### src/rtl/simon_pkg.sv
// Shared Simon Says types: LED colours, playback FSM states and the colour-to-LED decode.
package simon_pkg;

  typedef enum logic [1:0] {
    RED    = 2'd0,
    GREEN  = 2'd1,
    BLUE   = 2'd2,
    YELLOW = 2'd3
  } colour_t;

  typedef enum logic [1:0] {
    IDLE = 2'd0,
    ON   = 2'd1,
    GAP  = 2'd2
  } ledseq_state_t;

  function automatic logic [3:0] onehot4(input colour_t c);
    return 4'b0001 << c;
  endfunction

endpackage

### src/rtl/led_seq_ctrl_if.sv
// Signal bundle between the game FSM (master) and the LED sequence controller (slave).
interface led_seq_ctrl_if #(
  parameter int MAX_LEN = 16
) ();
  localparam int LW = $clog2(MAX_LEN) + 1;

  // No valid/ready pairs: clear, append and start are single-cycle command pulses that are
  // acted on in the cycle they are sampled or dropped; done is a one-cycle completion pulse.
  logic                 tick;
  logic                 clear;
  logic                 append;
  simon_pkg::colour_t   append_color;
  logic                 start;
  logic                 busy;
  logic                 done;
  logic                 full;
  logic [LW-1:0]        seq_len;
  logic [3:0]           led;

  modport master (
    output tick, clear, append, append_color, start,
    input  busy, done, full, seq_len, led
  );

  modport slave (
    input  tick, clear, append, append_color, start,
    output busy, done, full, seq_len, led
  );

endinterface

### src/rtl/led_seq_ctrl_seq_mem.sv
// Colour sequence store: append-only write port, asynchronous read port and a saturating length.
module seq_mem
  import simon_pkg::*;
#(
  parameter int MAX_LEN = 16
) (
  input  logic                         clk,
  input  logic                         n_rst,
  input  logic                         clear_i,
  input  logic                         wr_en_i,
  input  colour_t                      wr_data_i,
  input  logic [$clog2(MAX_LEN)-1:0]   rd_idx_i,
  output colour_t                      rd_data_o,
  output logic [$clog2(MAX_LEN):0]     len_o,
  output logic                         full_o
);
  localparam int IW = $clog2(MAX_LEN);
  localparam int LW = IW + 1;

  colour_t       mem_q [MAX_LEN];
  logic [LW-1:0] len_q;
  logic [LW-1:0] len_d;
  logic          full;
  logic          do_wr;

  assign full  = (len_q == LW'(MAX_LEN));
  assign do_wr = wr_en_i && !full && !clear_i;

  always_comb begin
    len_d = len_q;
    if (clear_i) begin
      len_d = '0;
    end else if (do_wr) begin
      len_d = len_q + LW'(1);
    end
  end

  always_ff @(posedge clk or negedge n_rst) begin
    if (!n_rst) begin
      len_q <= '0;
    end else begin
      len_q <= len_d;
    end
  end

  // Only the low IW bits address the store; the write is blocked once len reaches MAX_LEN.
  always_ff @(posedge clk or negedge n_rst) begin
    if (!n_rst) begin
      for (int i = 0; i < MAX_LEN; i++) begin
        mem_q[i] <= RED;
      end
    end else if (do_wr) begin
      mem_q[len_q[IW-1:0]] <= wr_data_i;
    end
  end

  assign rd_data_o = mem_q[rd_idx_i];
  assign len_o     = len_q;
  assign full_o    = full;

endmodule

### src/rtl/led_seq_ctrl.sv
// Simon Says LED playback controller: steps through the stored sequence, lighting each colour
// for ON_TICKS tick strobes followed by an OFF_TICKS blank gap.
module led_seq_ctrl
  import simon_pkg::*;
#(
  parameter int MAX_LEN   = 16,
  parameter int ON_TICKS  = 4,
  parameter int OFF_TICKS = 2
) (
  input  logic           clk,
  input  logic           n_rst,
  led_seq_ctrl_if.slave  bus,
  output ledseq_state_t  state_o
);
  localparam int IW   = $clog2(MAX_LEN);
  localparam int LW   = IW + 1;
  localparam int TMAX = (ON_TICKS > OFF_TICKS) ? ON_TICKS : OFF_TICKS;
  localparam int TW   = $clog2(TMAX + 1);

  ledseq_state_t state_q;
  logic [IW-1:0] idx_q;
  logic [TW-1:0] tcnt_q;
  logic          done_q;

  colour_t       rd_color;
  logic [LW-1:0] seq_len;
  logic          full;
  logic          wr_en;
  logic          last_step;
  logic          on_end;
  logic          gap_end;

  // Appends are only honoured in IDLE and lose to a same-cycle start or clear.
  assign wr_en = bus.append && !bus.start && !bus.clear && (state_q == IDLE);

  seq_mem #(
    .MAX_LEN (MAX_LEN)
  ) u_seq_mem (
    .clk       (clk),
    .n_rst     (n_rst),
    .clear_i   (bus.clear),
    .wr_en_i   (wr_en),
    .wr_data_i (bus.append_color),
    .rd_idx_i  (idx_q),
    .rd_data_o (rd_color),
    .len_o     (seq_len),
    .full_o    (full)
  );

  assign last_step = ({1'b0, idx_q} == (seq_len - LW'(1)));
  assign on_end    = (tcnt_q == TW'(ON_TICKS - 1));
  assign gap_end   = (tcnt_q == TW'(OFF_TICKS - 1));

  always_ff @(posedge clk or negedge n_rst) begin
    if (!n_rst) begin
      state_q <= IDLE;
      idx_q   <= '0;
      tcnt_q  <= '0;
      done_q  <= 1'b0;
    end else begin
      done_q <= 1'b0;
      if (bus.clear) begin
        state_q <= IDLE;
        idx_q   <= '0;
        tcnt_q  <= '0;
      end else begin
        case (state_q)
          IDLE: begin
            if (bus.start) begin
              idx_q  <= '0;
              tcnt_q <= '0;
              if (seq_len != '0) begin
                state_q <= ON;
              end else begin
                done_q <= 1'b1;
              end
            end
          end
          ON: begin
            if (bus.tick) begin
              if (on_end) begin
                state_q <= GAP;
                tcnt_q  <= '0;
              end else begin
                tcnt_q <= tcnt_q + TW'(1);
              end
            end
          end
          GAP: begin
            if (bus.tick) begin
              if (gap_end) begin
                tcnt_q <= '0;
                if (last_step) begin
                  state_q <= IDLE;
                  idx_q   <= '0;
                  done_q  <= 1'b1;
                end else begin
                  state_q <= ON;
                  idx_q   <= idx_q + IW'(1);
                end
              end else begin
                tcnt_q <= tcnt_q + TW'(1);
              end
            end
          end
          default: begin
            state_q <= IDLE;
            idx_q   <= '0;
            tcnt_q  <= '0;
          end
        endcase
      end
    end
  end

  // LED and busy are pure decodes of registered state, so reset blanks them immediately.
  assign bus.led     = (state_q == ON) ? onehot4(rd_color) : 4'b0000;
  assign bus.busy    = (state_q != IDLE);
  assign bus.done    = done_q;
  assign bus.full    = full;
  assign bus.seq_len = seq_len;
  assign state_o     = state_q;

endmodule

### src/flat_wrapper.sv
// flat-port wrapper written by rule: the top's interface ports become plain ports
module led_seq_ctrl_flat import simon_pkg::*;
#(
  parameter int MAX_LEN   = 16,
  parameter int ON_TICKS  = 4,
  parameter int OFF_TICKS = 2
)
  (clk, n_rst, state_o, bus_tick, bus_clear, bus_append, bus_append_color, bus_start, bus_busy, bus_done, bus_full, bus_seq_len, bus_led);
  led_seq_ctrl_if #(.MAX_LEN(MAX_LEN)) bus_i ();
  input  logic clk;
  input  logic n_rst;
  output ledseq_state_t state_o;
  input wire logic [$bits(bus_i.tick)-1:0] bus_tick;
  input wire logic [$bits(bus_i.clear)-1:0] bus_clear;
  input wire logic [$bits(bus_i.append)-1:0] bus_append;
  input wire logic [$bits(bus_i.append_color)-1:0] bus_append_color;
  input wire logic [$bits(bus_i.start)-1:0] bus_start;
  output wire logic [$bits(bus_i.busy)-1:0] bus_busy;
  output wire logic [$bits(bus_i.done)-1:0] bus_done;
  output wire logic [$bits(bus_i.full)-1:0] bus_full;
  output wire logic [$bits(bus_i.seq_len)-1:0] bus_seq_len;
  output wire logic [$bits(bus_i.led)-1:0] bus_led;
  assign bus_i.tick = bus_tick;
  assign bus_i.clear = bus_clear;
  assign bus_i.append = bus_append;
  assign bus_i.append_color = bus_append_color;
  assign bus_i.start = bus_start;
  assign bus_busy = bus_i.busy;
  assign bus_done = bus_i.done;
  assign bus_full = bus_i.full;
  assign bus_seq_len = bus_i.seq_len;
  assign bus_led = bus_i.led;
  led_seq_ctrl #(.MAX_LEN(MAX_LEN), .ON_TICKS(ON_TICKS), .OFF_TICKS(OFF_TICKS)) u_core (.clk(clk), .n_rst(n_rst), .bus(bus_i), .state_o(state_o));
endmodule
### config.mk
export PLATFORM = sky130hd
export DESIGN_NAME = led_seq_ctrl_flat
export DESIGN_NICKNAME = d
export VERILOG_FILES = /design/src/rtl/simon_pkg.sv /design/src/rtl/led_seq_ctrl_if.sv /design/src/rtl/led_seq_ctrl_seq_mem.sv /design/src/rtl/led_seq_ctrl.sv /design/src/flat_wrapper.sv
export SDC_FILE = /design/constraint.sdc
export NUM_CORES = 1
export LEC_CHECK = 0
export ABC_AREA = 1
export BUFFER_PORTS_ARGS = -buffer_cell sky130_fd_sc_hd__buf_2
export CAP_MARGIN = 20
export CORE_MARGIN = 5
export CORE_UTILIZATION = 50
export DETAILED_ROUTE_END_ITERATION = 7
export PLACE_DENSITY_LB_ADDON = 0.12
export SETUP_SLACK_MARGIN = 0.5
export SLEW_MARGIN = 20
export SYNTH_ARGS = -nofsm -noshare
export SYNTH_HDL_FRONTEND = slang
export SYNTH_HIERARCHICAL = 1
export SYNTH_SLANG_ARGS = --single-unit
### constraint.sdc
create_clock -name clk -period 2 [get_ports clk]
set_input_delay 0.2 -clock clk [delete_from_list [all_inputs] [get_ports clk]]
set_output_delay 0.2 -clock clk [all_outputs]
set_load 0.005 [all_outputs]
## Word level (Yosys, flattened, before mapping)

Index checks and enable logic that the tools add are counted.

| storage, ports and cells | value |
|---|---|
| input bits | 8 |
| output and inout port bits | 14 |
| flip-flop bits (word level) | 47 |
| logic and storage cells | 98 |

| operators by class | value |
|---|---|
| shift-type cells | 1 |
| bitwise logic cells | 2 |
| reduce and logical (&&, ||, !) cells | 16 |
| order comparisons | 3 |
| equal/unequal tests | 13 |
| multiplexer cells | 38 |
| add/subtract/negate cells | 4 |

Operators with widths:

| cell | number |
|---|---|
| 32-bit bitwise mux | 1 |
| 4-bit two-way mux | 6 |
| 2-bit two-way mux | 10 |
| 3-bit two-way mux | 6 |
| 3-bit inequality test, second input constant | 4 |
| 4-bit case mux with 3 select lines | 1 |
| 5-bit greater-or-equal comparator, second input constant | 2 |
| 5-bit two-way mux | 2 |
| 4-bit inverter with 5-bit output | 2 |
| 3-bit case mux with 3 select lines | 1 |
| 2-bit binary-select mux with 4-bit select | 1 |
| 2-bit demux with 4-bit select | 1 |
| 1-bit two-way mux | 7 |
| 1-bit logical AND | 6 |
| 3-bit by 2-bit inequality test with 1-bit output, second input constant | 2 |
| 2-bit case mux with 3 select lines | 1 |
| 6-bit AND reduction | 1 |
| 5-bit by 1-bit adder with 5-bit output, second input constant | 1 |
| 4-bit by 5-bit equality test with 1-bit output | 1 |
| 5-bit equality test, second input constant | 1 |
| 5-bit by 1-bit less-than comparator with 1-bit output, second input constant | 1 |
| 5-bit nonzero test | 1 |
| 5-bit by 1-bit subtractor with 5-bit output, second input constant | 1 |
| 4-bit by 1-bit adder with 4-bit output, second input constant | 1 |
| 13 further kinds | 16 |

## Logic depth before layout (Yosys ltp)

Gate-level depths: netlist of the first run.

| depth | value |
|---|---|
| depth after elaboration | 8 |
| depth in mapped cells | 13 |
| depth with buffers taken out | 13 |

## Modules after synthesis

Netlist of the first run, hierarchy kept.

By module, submodules not included:

| module | area each (um^2) | cells an instance | instances |
|---|---|---|---|
| seq_mem | 2,127.0 | 284 | 1 |
| led_seq_ctrl | 878.3 | 129 | 1 |

## Least setup slack after synthesis of the first run

OpenSTA, ideal clock, no wires.

| path | value |
|---|---|
| kind | reg-to-reg |
| from | register u_core.state_q[0] (netlist: u_core/state_o[0]) |
| to | register u_core/u_seq_mem/mem_q[2] (netlist name) |
| required time | 1.874 ns |
| library setup time | 0.126 ns |
| arrival | 1.509 ns |
| clock period less this slack | 1.635 ns |
| slack | 0.365 ns |
| path buffers | 2 |
| stages on the path, launching flop included | 10 |
| cell sequence | dfrtp_1 -> inv_1 -> ha_1 -> nand3_2 -> nor2_1 -> buf_2 -> clkbuf_4 -> nand4_1 -> nand2_1 -> o21ai_0 |

| between the ends | value |
|---|---|
| cells in the longest elaborated chain, start to end | 4 |

RTL lines:

| item | RTL line | source |
|---|---|---|
| from (decl) | led_seq_ctrl.sv:20 | `ledseq_state_t state_q;` |
| from (signal assigned) | led_seq_ctrl.sv:56 | `state_q <= IDLE;` |
| from (signal assigned) | led_seq_ctrl.sv:63 | `state_q <= IDLE;` |
| from (signal assigned) | led_seq_ctrl.sv:73 | `state_q <= ON;` |
| 2-bit logical NOT | led_seq_ctrl.sv:34 | `assign wr_en = bus.append && !bus.start && !bus.clear && (state_q == IDLE);` |
| 1-bit logical AND | led_seq_ctrl.sv:34 |  |
| named net u_core.wr_en | led_seq_ctrl.sv:28 | `logic wr_en;` |
| 1-bit logical AND (2 in series) | led_seq_ctrl_seq_mem.sv:27 | `assign do_wr = wr_en_i && !full && !clear_i;` |
| to (signal, indexed assignment) | led_seq_ctrl_seq_mem.sv:53 | `mem_q[len_q[IW-1:0]] <= wr_data_i;` |
| to (decl) | led_seq_ctrl_seq_mem.sv:20 | `colour_t mem_q [MAX_LEN];` |

The timed path passes the listed nets, and every way through them passes these cells.
A chain may end at the register's enable or synchronous reset.

## Worst setup path after layout of the first run

| path | value |
|---|---|
| from | register u_core.idx_q[0] |
| to | output port bus_led[2] |

| between the ends | value |
|---|---|
| cells in the longest elaborated chain, start to end | 6 |

RTL lines:

| item | RTL line | source |
|---|---|---|
| from (decl) | led_seq_ctrl.sv:21 | `logic [IW-1:0] idx_q;` |
| from (signal assigned) | led_seq_ctrl.sv:99 | `idx_q <= idx_q + IW'(1);` |
| 4-bit inverter with 5-bit output (not written as such) | led_seq_ctrl_seq_mem.sv:57 | `assign rd_data_o = mem_q[rd_idx_i];` |
| 2-bit binary-select mux with 4-bit select | led_seq_ctrl_seq_mem.sv:57 |  |
| 2-bit two-way mux (not written as such) (2 in series) | led_seq_ctrl_seq_mem.sv:57 |  |
| named net u_core.rd_color[1] | led_seq_ctrl.sv:25 | `colour_t rd_color;` |
| 1-bit by 2-bit << shifter with 4-bit output | simon_pkg.sv:18 | `return 4'b0001 << c;` |
| 4-bit two-way mux | led_seq_ctrl.sv:117 | `assign bus.led = (state_q == ON) ? onehot4(rd_color) : 4'b0000;` |
| to (decl) | flat_wrapper.sv:22 | `output wire logic [$bits(bus_i.led)-1:0] bus_led;` |

The timed path passes the listed nets, and every way through them passes these cells. The select of a mux whose other input is x is not followed.

==> impl_metrics.env, run 1 <==
export IMPL_dieArea_um2=7660
export IMPL_yosysTopAreaCell="dfrtp_1"
export IMPL_setup_slack_ps=-3.50
export IMPL_startpoint_type="register"
export IMPL_cpLargestDelayFamily="simple AND/OR/NAND/NOR gates"
export IMPL_drt_total_wl_mm=8.97
export IMPL_violations="negative setup slack"
export IMPL_fin_crit_ps=2000
export IMPL_area_delta_synth_final_pct=40.5
export IMPL_max_vdd_ir_drop_v=0.000640
export IMPL_tritoncts="done"
export IMPL_yosysSeqAreaShare_pct=39.1
export IMPL_synth_top_area_share_pct=39.1
export IMPL_max_freq_mhz=499
export IMPL_core_um2=5890
export IMPL_fill_cells=440
export IMPL_p_int_mw=2.06
export IMPL_seqPwrFrac_pct=31.2
export IMPL_die_h_um=87.5
export IMPL_cts_sinks=47
export IMPL_synth_top_cells_by_area="dfrtp_1 (39%), nand2_1 (17%), inv_1 (7.9%), ha_1 (5.8%), o21ai_0 (5.8%)"
export IMPL_netlist_instances=413
export IMPL_min_from="bus_append_color[0]"
export IMPL_path_max_fanout=7
export IMPL_clockBufferDepth=2
export IMPL_criticalPathCategory="register to output port"
export IMPL_first_global_vias=2865
export IMPL_crit_buf_inv=3
export IMPL_finalHoldViolCount=0
export IMPL_post_route_period_util_pct=100
export IMPL_holdPathStages=3
export IMPL_final_antenna_net_count=0
export IMPL_synth_cell_types=30
export IMPL_vias=3073
export IMPL_hold_path_class="primary input to register"
export IMPL_synth_seq_cells=47
export IMPL_ff_latch_area_um2=1180
export IMPL_track_usage_pct=22.8
export IMPL_cts_made_buffers=5
export IMPL_whs_ps=125
export IMPL_insertion_delay_ps=310
export IMPL_place_hpwl_mm=5.12
export IMPL_htreeDepth=2
export IMPL_cp_required_ps=1800
export IMPL_vias_per_cell=5.53
export IMPL_drv_slew=0
export IMPL_worstPathCellList="buf_6, nand2_2, nand2_1, nand2_1, nand3_2, nand3_2, nand2_4, inv_4, nor3_2, buf_2"
export IMPL_hold_end="u_core/u_seq_mem/mem_q[28]"
export IMPL_fp_dieW_um=87.5
export IMPL_ios=22
export IMPL_layout_drive_gt1_share_pct=40.1
export IMPL_p_comb_share_pct=51.2
export IMPL_end_kind="output port"
export IMPL_syn_nets=435
export IMPL_root_buffer="clkbuf_8"
export IMPL_wire_per_inst_um=16.1
export IMPL_synth_area_um2=3010
export IMPL_switchingPower_mw=1.45
export IMPL_grt_pass1_wl_mm=13.7
export IMPL_clk_pin_slew_ps=100
export IMPL_slew_headroom_pct=62.8
export IMPL_multi_input_area_um2=1930
export IMPL_clkPwrFrac_pct=17.5
export IMPL_grt_overflow=0
export IMPL_p_sw_share_pct=41.3
export IMPL_reg2reg_slack_ps=290
export IMPL_timing_critical_path_slowest_cell_delay_ps=490
export IMPL_reg2reg_depth=9
export IMPL_fin_setup_tns_ps=-3.50
export IMPL_status="finished with violations"
export IMPL_yosys_warnings=6
export IMPL_diodes=0
export IMPL_gp_congestion=0.844
export IMPL_skew_ps=7.49
export IMPL_cap_violations=0
export IMPL_firstDrtPassIters=6
export IMPL_r2r_start="u_core/state_o[1]"
export IMPL_layout_common_cells="nand2_1 (111), inv_1 (48), dfrtp_1 (40)"
export IMPL_setup_violations=1
export IMPL_nets=502
export IMPL_rsz0062_at_grt="yes"
export IMPL_synth_avg_cell_area_um2=7.28
export IMPL_start_util_pct=51.1
export IMPL_drc=0
export IMPL_grt_max_degree=30
export IMPL_reg2reg_to="u_core/u_seq_mem/mem_q[30]"
export IMPL_grt_antenna_before_repair=0
export IMPL_final_common_cell="nand2_1"
export IMPL_arrival_ps=1800
export IMPL_rows=28
export IMPL_powerDensity_nw_per_um2=832
export IMPL_drtIter0Drc=283
export IMPL_critPathSlowestCell="dfrtp_2"
export IMPL_tightest_slew_ps=558
export IMPL_io_buffers=21
export IMPL_cellLeakagePower_nw=1.99
## sequential cells by signal, indices dropped and copies added, names as in the netlist
| name | flops |
|---|---|
| u_core/u_seq_mem/mem_q | 32 |
| u_core/u_seq_mem/len_o | 5 |
| u_core/idx_q | 4 |
| u_core/tcnt_q | 3 |
| u_core/state_o | 2 |
| u_core/bus.done | 1 |
## tightest hold or removal path, delay by kind of cell
| family | cells | cell delay, ps |
|---|---|---|
| buffers and inverters | 1 | 110 |
| and+or+nand+nor | 2 | 90 |
## power by group through the flow
stage / Clock, mW / Combinational (mW) / Sequential, mW
floorplan: 0 / 0.792 / 1.10
CTS: 0.619 / 1.40 / 1.09
global route: 0.670 / 1.94 / 1.11
detailed placement: 0 / 0.995 / 1.13
finish: 0.615 / 1.80 / 1.10
global placement: 0 / 0.984 / 1.13
## layout make-up
cell class	count	share of cell area (%)
repair buffers	71	15.3
well taps	75	2.22
clock inverters	3	0.563
inverters	66	6.28
repair inverters	1	0.148
clock buffers	5	1.63
multi-input cells	288	45.8
flip-flops and latches	47	28.1
## worst max path at each step
stage	startpoint	end	slack, ps	depth (start not counted)
2_1_floorplan	u_core/state_o[0]	u_core/u_seq_mem/mem_q[22]	450	9
3_3_place_gp	u_core/idx_q[0]	bus_led[2]	230	9
3_5_place_dp	u_core/idx_q[0]	bus_led[2]	210	9
4_1_cts	u_core/idx_q[0]	bus_led[3]	60	10
5_1_grt	u_core/idx_q[0]	bus_led[3]	-80	10
6_report	u_core/idx_q[0]	bus_led[2]	-4	10
## routing by layer
| metal | track usage, % | part of all wire [%] | up-vias |
|---|---|---|---|
| met1 | 30.2 | 42 | 1470 |
| met4 | 6.28 | 2.1 | 0 |
| met3 | 3.67 | 5.6 | 16 |
| met5 | 0 | 0 | - |
| met2 | 38.8 | 51 | 134 |
| li1 | - | - | 1453 |
## cells in the mapped netlist
master	number
nand3_1	34
or2_2	1
inv_2	3
buf_6	3
o22ai_1	2
clkbuf_1	3
o21ai_2	1
nor2_8	1
nor2_4	1
nor3_2	1
nor3_1	5
nand2_2	2
nand3_4	1
nand3b_1	1
buf_2	3
a22oi_1	1
inv_1	63
xor2_1	4
clkbuf_4	1
dfrtp_1	47
buf_4	2
nand4_2	6
nor2_2	2
ha_1	14
nor2_1	20
nand2_1	136
o21ai_0	35
o21ai_1	1
nand4_1	17
nand3_2	2
## repair_timing
item | in CTS | in global routing
gates resized for setup | 74 | 90
hold buffers | 1 | 0
hold endpoints to repair | 18 | 0
setup endpoints to repair | 52 | 52
cloned | 2 | 1
setup buffers | 24 | 18
pin swaps | 48 | 65
## through the flow
step | instances | power, mW | cell area, um^2 | utilization [%] | setup slack (ps)
final | 556 | 3.51 | 4220 | 71.7 | -3.50
after global routing | 556 | 3.72 | 4220 | 71.7 | -79.4
after CTS | 537 | 3.11 | 3820 | 64.9 | 58.8
after detailed placement | 502 | 2.13 | 3220 | 54.8 | 208
after global placement | 502 | 2.11 | 3220 | 54.8 | 235
after floorplan | 413 | 1.89 | 3080 | - | 453
## cells by family (layout without fill, tap and decap cells)
kind of cell	Yosys count	in the layout	share of synthesized area [%]
and+or+nand+nor	230	230	35.9
DFF	47	47	39.1
adders and majority gates	14	14	5.83
AOI/OAI and AO/OA	40	40	6.95
buffers and inverters	78	146	11.0
xor gates and xnor gates	4	4	1.17
(Power assumes the default switching activity.)
==> run 2, diff against run 1 <==
--- a/config.mk
+++ b/config.mk
@@ -8,6 +8,7 @@
 export ABC_AREA = 1
 export BUFFER_PORTS_ARGS = -buffer_cell sky130_fd_sc_hd__buf_2
 export CAP_MARGIN = 20
+export CORE_ASPECT_RATIO = 1.1
 export CORE_MARGIN = 5
 export CORE_UTILIZATION = 50
 export DETAILED_ROUTE_END_ITERATION = 7
==> run 2 against run 1 <==
  * The flow now finishes without violations
  * Die area about the same
  * Via count decreased by 3.6%
  * Final cell count decreased by 1.8%
  * Final area decreased by 3.3%
==> impl_metrics.env, run 2 (synthesis results as in run 1) <==
export IMPL_layout_drive_gt1_share_pct=33.5
export IMPL_final_antenna_net_count=0
export IMPL_arrival_ps=1730
export IMPL_skew_ps=8.37
export IMPL_path_max_fanout=14
export IMPL_reg2reg_slack_ps=230
export IMPL_cpLargestDelayFamily="simple AND/OR/NAND/NOR gates"
export IMPL_reg2reg_to="u_core/u_seq_mem/mem_q[0]"
export IMPL_dp_slack_ps=155
export IMPL_worstPathCellList="buf_12, nand2_1, nand3_1, nand3_1, nand3_1, nand2_2, inv_2, nor3_2, buf_2"
export IMPL_tritoncts="done"
export IMPL_grt_antenna_before_repair=0
export IMPL_setup_violations=0
export IMPL_clk_pin_slew_ps=90
export IMPL_max_vdd_ir_drop_v=0.000627
export IMPL_timing_critical_path_slowest_cell_delay_ps=460
export IMPL_max_freq_mhz=517
export IMPL_rsz0062_at_grt="yes"
export IMPL_htreeDepth=2
export IMPL_core_um2=5810
export IMPL_setup_slack_ps=66.3
export IMPL_cpMostUsedCell="nand3_1"
export IMPL_track_usage_pct=21.3
export IMPL_powerDensity_nw_per_um2=827
export IMPL_dieArea_um2=7660
export IMPL_cts_made_buffers=5
export IMPL_critPathSlowestCell="dfrtp_2"
export IMPL_largest_reg_flops=32
export IMPL_first_global_vias=2924
export IMPL_io_buffers=21
export IMPL_drc=0
export IMPL_die_h_um=91.3
export IMPL_nets=490
export IMPL_crit_buf_inv=3
export IMPL_root_buffer="clkbuf_8"
export IMPL_firstDrtPassIters=5
export IMPL_top_register="u_core/u_seq_mem/mem_q"
export IMPL_ios=22
export IMPL_hold_path_class="primary input to register"
export IMPL_rows=29
export IMPL_cap_violations=0
export IMPL_vias=2962
export IMPL_end_kind="output port"
export IMPL_whs_ps=134
export IMPL_wire_per_inst_um=15.3
export IMPL_grt_overflow=0
export IMPL_grt_max_degree=27
export IMPL_vias_per_cell=5.42
export IMPL_fin_setup_tns_ps=0
export IMPL_drv_slew=0
export IMPL_holdPathStages=3
export IMPL_fill_cells=466
export IMPL_r2r_start="u_core/state_o[1]"
export IMPL_startpoint_type="register"
export IMPL_min_from="bus_append_color[0]"
export IMPL_finalHoldViolCount=0
export IMPL_grt_pass1_wl_mm=13.4
export IMPL_layoutNonFillerInstCount=546
export IMPL_numPlacedInstances=503
export IMPL_diodes=0
export IMPL_finalPower_mw=3.38
export IMPL_place_hpwl_mm=5.15
export IMPL_post_route_period_util_pct=96.7
export IMPL_cp_required_ps=1800
export IMPL_gp_congestion=0.860
export IMPL_criticalPathCategory="register to output port"
export IMPL_fin_crit_ps=1930
export IMPL_hold_end="u_core/u_seq_mem/mem_q[28]"
export IMPL_area_delta_synth_final_pct=35.9
export IMPL_start_util_pct=51.8
export IMPL_drtIter0Drc=210
export IMPL_drt_total_wl_mm=8.33
export IMPL_fp_dieW_um=83.9
export IMPL_slew_headroom_pct=61.0
export IMPL_clockBufferDepth=2
export IMPL_crit_cells=9
export IMPL_reg2reg_depth=9
export IMPL_final_common_cell="nand2_1"
export IMPL_cellLeakagePower_nw=1.93
export IMPL_layout_common_cells="nand2_1 (119), inv_1 (48), dfrtp_1 (40)"
export IMPL_tightest_slew_ps=584
export IMPL_status="complete, no violations"
export IMPL_insertion_delay_ps=300
export IMPL_cts_sinks=47
[run 2: changes by cell type in the layout (fill, tap and decap cells not counted), sizes merged]
cell,before,now
clkinv,1,3
inv,67,64
buf,70,59
clkbuf,5,6
bufinv,0,1
clkinvlp,2,0
[run 2: metal layers]
metal,vias up,share of wire (%),global-route usage [%]
li1,1424,-,-
met1,1412,40,26.8
met2,109,52,36.5
met3,17,5.7,4.16
met4,0,2.2,7.24
met5,-,0,0
[run 2: worst max path at each step]
| stage | startpoint | endpoint | slack (ps) |
|---|---|---|---|
| floorplan | u_core/state_o[0] | u_core/u_seq_mem/mem_q[22] | 450 |
| global placement | u_core/idx_q[0] | bus_led[2] | 220 |
| detailed placement | u_core/idx_q[0] | bus_led[2] | 150 |
| CTS | u_core/idx_q[0] | bus_led[3] | 80 |
| global route | u_core/idx_q[0] | bus_led[2] | -40 |
| finish | u_core/idx_q[0] | bus_led[3] | 70 |
[run 2: per-stage QoR]
stage,cell area [um^2],util [%]
2_1_floorplan,3080,-
3_3_place_gp,3220,55.5
3_5_place_dp,3220,55.5
4_1_cts,3810,65.6
5_1_grt,4080,70.3
6_report,4080,70.3
[run 2: layout make-up]
| cell class | instances | area [um^2] | share of cell area [%] |
|---|---|---|---|
| Multi-Input combinational cell | 288 | 1840 | 44.9 |
| Sequential cell | 47 | 1180 | 29.0 |
| Timing Repair Buffer | 60 | 582 | 14.2 |
| Inverter | 66 | 268 | 6.56 |
| Tap cell | 77 | 96.3 | 2.36 |
| Clock buffer | 6 | 82.6 | 2.02 |
| Clock inverter | 2 | 35.0 | 0.858 |
[run 2: power by group]
part           switching [mW]  internal, mW  leakage [nW]
registers              0.0685          1.02         0.638
clock network           0.328         0.405        0.0612
logic                   0.869         0.683          1.23
total                    1.27          2.11          1.93
[run 2: worst min-delay path: stages]
cell,delay (ps)
buf_2,110
nand2_1,50
nand2_1,40
[run 2: repair_timing]
item / in CTS / in global routing
endpoints found under the setup margin: 52 / 53
cloned: 3 / 0
setup buffers: 20 / 11
hold buffers: 1 / 0
resized for setup: 62 / 67
pin swaps: 26 / 40
hold endpoints to repair: 21 / 0
==> run 3, diff against run 2 <==
==> constraint.sdc (replaced) <==
create_clock -name clk -period 1.6 [get_ports clk]
set_input_delay 0.16 -clock clk [delete_from_list [all_inputs] [get_ports clk]]
set_output_delay 0.16 -clock clk [all_outputs]
set_load 0.005 [all_outputs]
==> run 3 against run 2 <==
  * The flow now finishes with violations (negative setup slack)
  * Sequential power grew 27%
  * Clock skew shrank 4.2 ps
  * Critical endpoint is now bus_led[0]
  * First-iteration DRC count grew 23%
  * Largest cell class unchanged
  * Critical path depth grew 1
  * Clock power grew 10%
  * Worst hold slack lost 30 ps
  * Wire length grew 8.8%
  * Sequential share of layout area shrank 1.9 points
  * Critical path type unchanged
  * Non-clock buffer count grew 22
  * Utilization grew 4.8 points
  * Total power grew 35%
==> impl_metrics.env, run 3 (synthesis results as in run 1) <==
export IMPL_gp_congestion=0.912
export IMPL_firstDrtPassIters=5
export IMPL_die_h_um=91.3
export IMPL_slew_headroom_pct=64.7
export IMPL_core_um2=5810
export IMPL_skew_ps=4.15
export IMPL_top_register="u_core/u_seq_mem/mem_q"
export IMPL_nets=513
export IMPL_area_delta_synth_final_pct=45.3
export IMPL_clockBufferDepth=2
export IMPL_cap_violations=0
export IMPL_max_freq_mhz=503
export IMPL_arrival_ps=1830
export IMPL_met2RoutedLength_mm=4.70
export IMPL_layout_drive_gt1_share_pct=37.6
export IMPL_wire_per_inst_um=15.9
export IMPL_cts_made_buffers=5
export IMPL_cp_required_ps=1440
export IMPL_clk_pin_slew_ps=90
export IMPL_fp_dieW_um=83.9
export IMPL_layoutNonFillerInstCount=569
export IMPL_io_buffers=21
export IMPL_drv_slew=0
export IMPL_track_usage_pct=22.4
export IMPL_setup_slack_ps=-390
export IMPL_topRoutingLayerUsed="met4"
export IMPL_grt_pass1_wl_mm=13.9
export IMPL_ios=22
export IMPL_rsz0062_at_grt="yes"
export IMPL_reg2reg_slack_ps=-120
export IMPL_htreeDepth=2
export IMPL_insertion_delay_ps=300
export IMPL_fin_crit_ps=1990
export IMPL_grt_max_degree=20
export IMPL_path_max_fanout=8
export IMPL_numPlacedInstances=524
export IMPL_cellLeakagePower_nw=2.08
export IMPL_final_common_cell="nand2_1"
export IMPL_startpoint_type="register"
export IMPL_diodes=0
export IMPL_setup_violations=46
export IMPL_status="finished with violations"
export IMPL_start_util_pct=51.8
export IMPL_rows=29
export IMPL_fill_cells=408
export IMPL_met3_length_um=427
export IMPL_fin_area_um2=4370
export IMPL_drc=0
export IMPL_post_route_period_util_pct=124
export IMPL_max_vdd_ir_drop_v=0.000804
export IMPL_drt_total_wl_mm=9.06
export IMPL_tightest_slew_ps=528
export IMPL_place_hpwl_mm=5.52
export IMPL_largest_reg_flops=32
export IMPL_grt_antenna_before_repair=0
export IMPL_cts_sinks=47
export IMPL_vias_per_cell=5.40
export IMPL_post_dp_cell_area_um2=3380
export IMPL_finalPower_mw=4.54
export IMPL_tritoncts="done"
export IMPL_first_global_vias=2835
export IMPL_dieArea_um2=7660
export IMPL_dp_slack_ps=-43.1
export IMPL_violations="negative setup slack"
export IMPL_final_antenna_net_count=0
export IMPL_finalHoldViolCount=0
export IMPL_wl_met1_mm=3.78
export IMPL_root_buffer="clkbuf_8"
export IMPL_end_kind="output port"
export IMPL_criticalPathCategory="register to output port"
export IMPL_whs_ps=104
export IMPL_final_util_pct=75.2
export IMPL_powerDensity_nw_per_um2=1040
export IMPL_vias=3075
export IMPL_layout_common_cells="nand2_1 (118), inv_1 (45), dfrtp_1 (42)"
export IMPL_hold_path_class="primary input to register"
export IMPL_grt_overflow=0
export IMPL_fin_setup_tns_ps=-3940
export IMPL_drtIter0Drc=258
run 3: cell types whose count changed in the layout (fill, tap and decap cells not counted), sizes merged:
cell,change
buf,+22
inv,+2
clkbuf,+2
clkinv,-2
bufinv,-1
run 3: critical path, cell delays in order (launching register included):
cell and delay [ps]:
dfrtp_2 490, clkinv_4 150, nand2_2 90, nand2_1 50
nand2_1 50, nand3_1 100, nand3_2 110, nand2_4 70
buf_4 130, nor3_2 150, buf_2 130
run 3: worst paths after layout:
check	endpoint	start	cells past startpoint
min in group asynchronous	u_core/u_seq_mem/mem_q[10]	n_rst	2
max in group asynchronous	u_core/idx_q[1]	n_rst	3
worst max-delay path	bus_led[0]	u_core/idx_q[0]	10
worst min-delay path	u_core/u_seq_mem/mem_q[27]	bus_append_color[1]	3
worst max register to register	u_core/u_seq_mem/mem_q[25]	u_core/state_o[1]	10
worst min register to register	u_core/u_seq_mem/mem_q[15]	u_core/u_seq_mem/mem_q[15]	2
run 3: cell type report:
type                       instances  area [um^2]  share of cell area, %
timing repair buffer              82          840                   19.2
sequential                        47         1180                   27.1
multi-input combinational        288         1880                   43.1
tap                               77         96.3                   2.21
timing repair inverter             1         6.26                  0.143
inverter                          66          260                   5.96
clock buffer                       8          100                   2.29
run 3: per-layer routing:
| layer | track usage [%] | vias to the layer above |
|---|---|---|
| met5 | 0 | - |
| met4 | 6.84 | 0 |
| met3 | 4.16 | 16 |
| met2 | 37.9 | 106 |
| met1 | 29.3 | 1482 |
| li1 | - | 1471 |
run 3: timing repair:
action	4_1_cts	5_1_grt
cloned	3	1
gates resized for setup	91	69
pin swaps	37	50
buffers inserted	14	18
setup endpoints to repair	58	60
hold buffers	1	0
hold endpoints to repair	12	0
run 3: power by group:
| group | switching [mW] | internal, mW | total (mW) |
|---|---|---|---|
| clock network | 0.410 | 0.395 | 0.806 |
| registers | 0.0996 | 1.28 | 1.38 |
| logic | 1.28 | 1.08 | 2.36 |
| total | 1.79 | 2.75 | 4.54 |
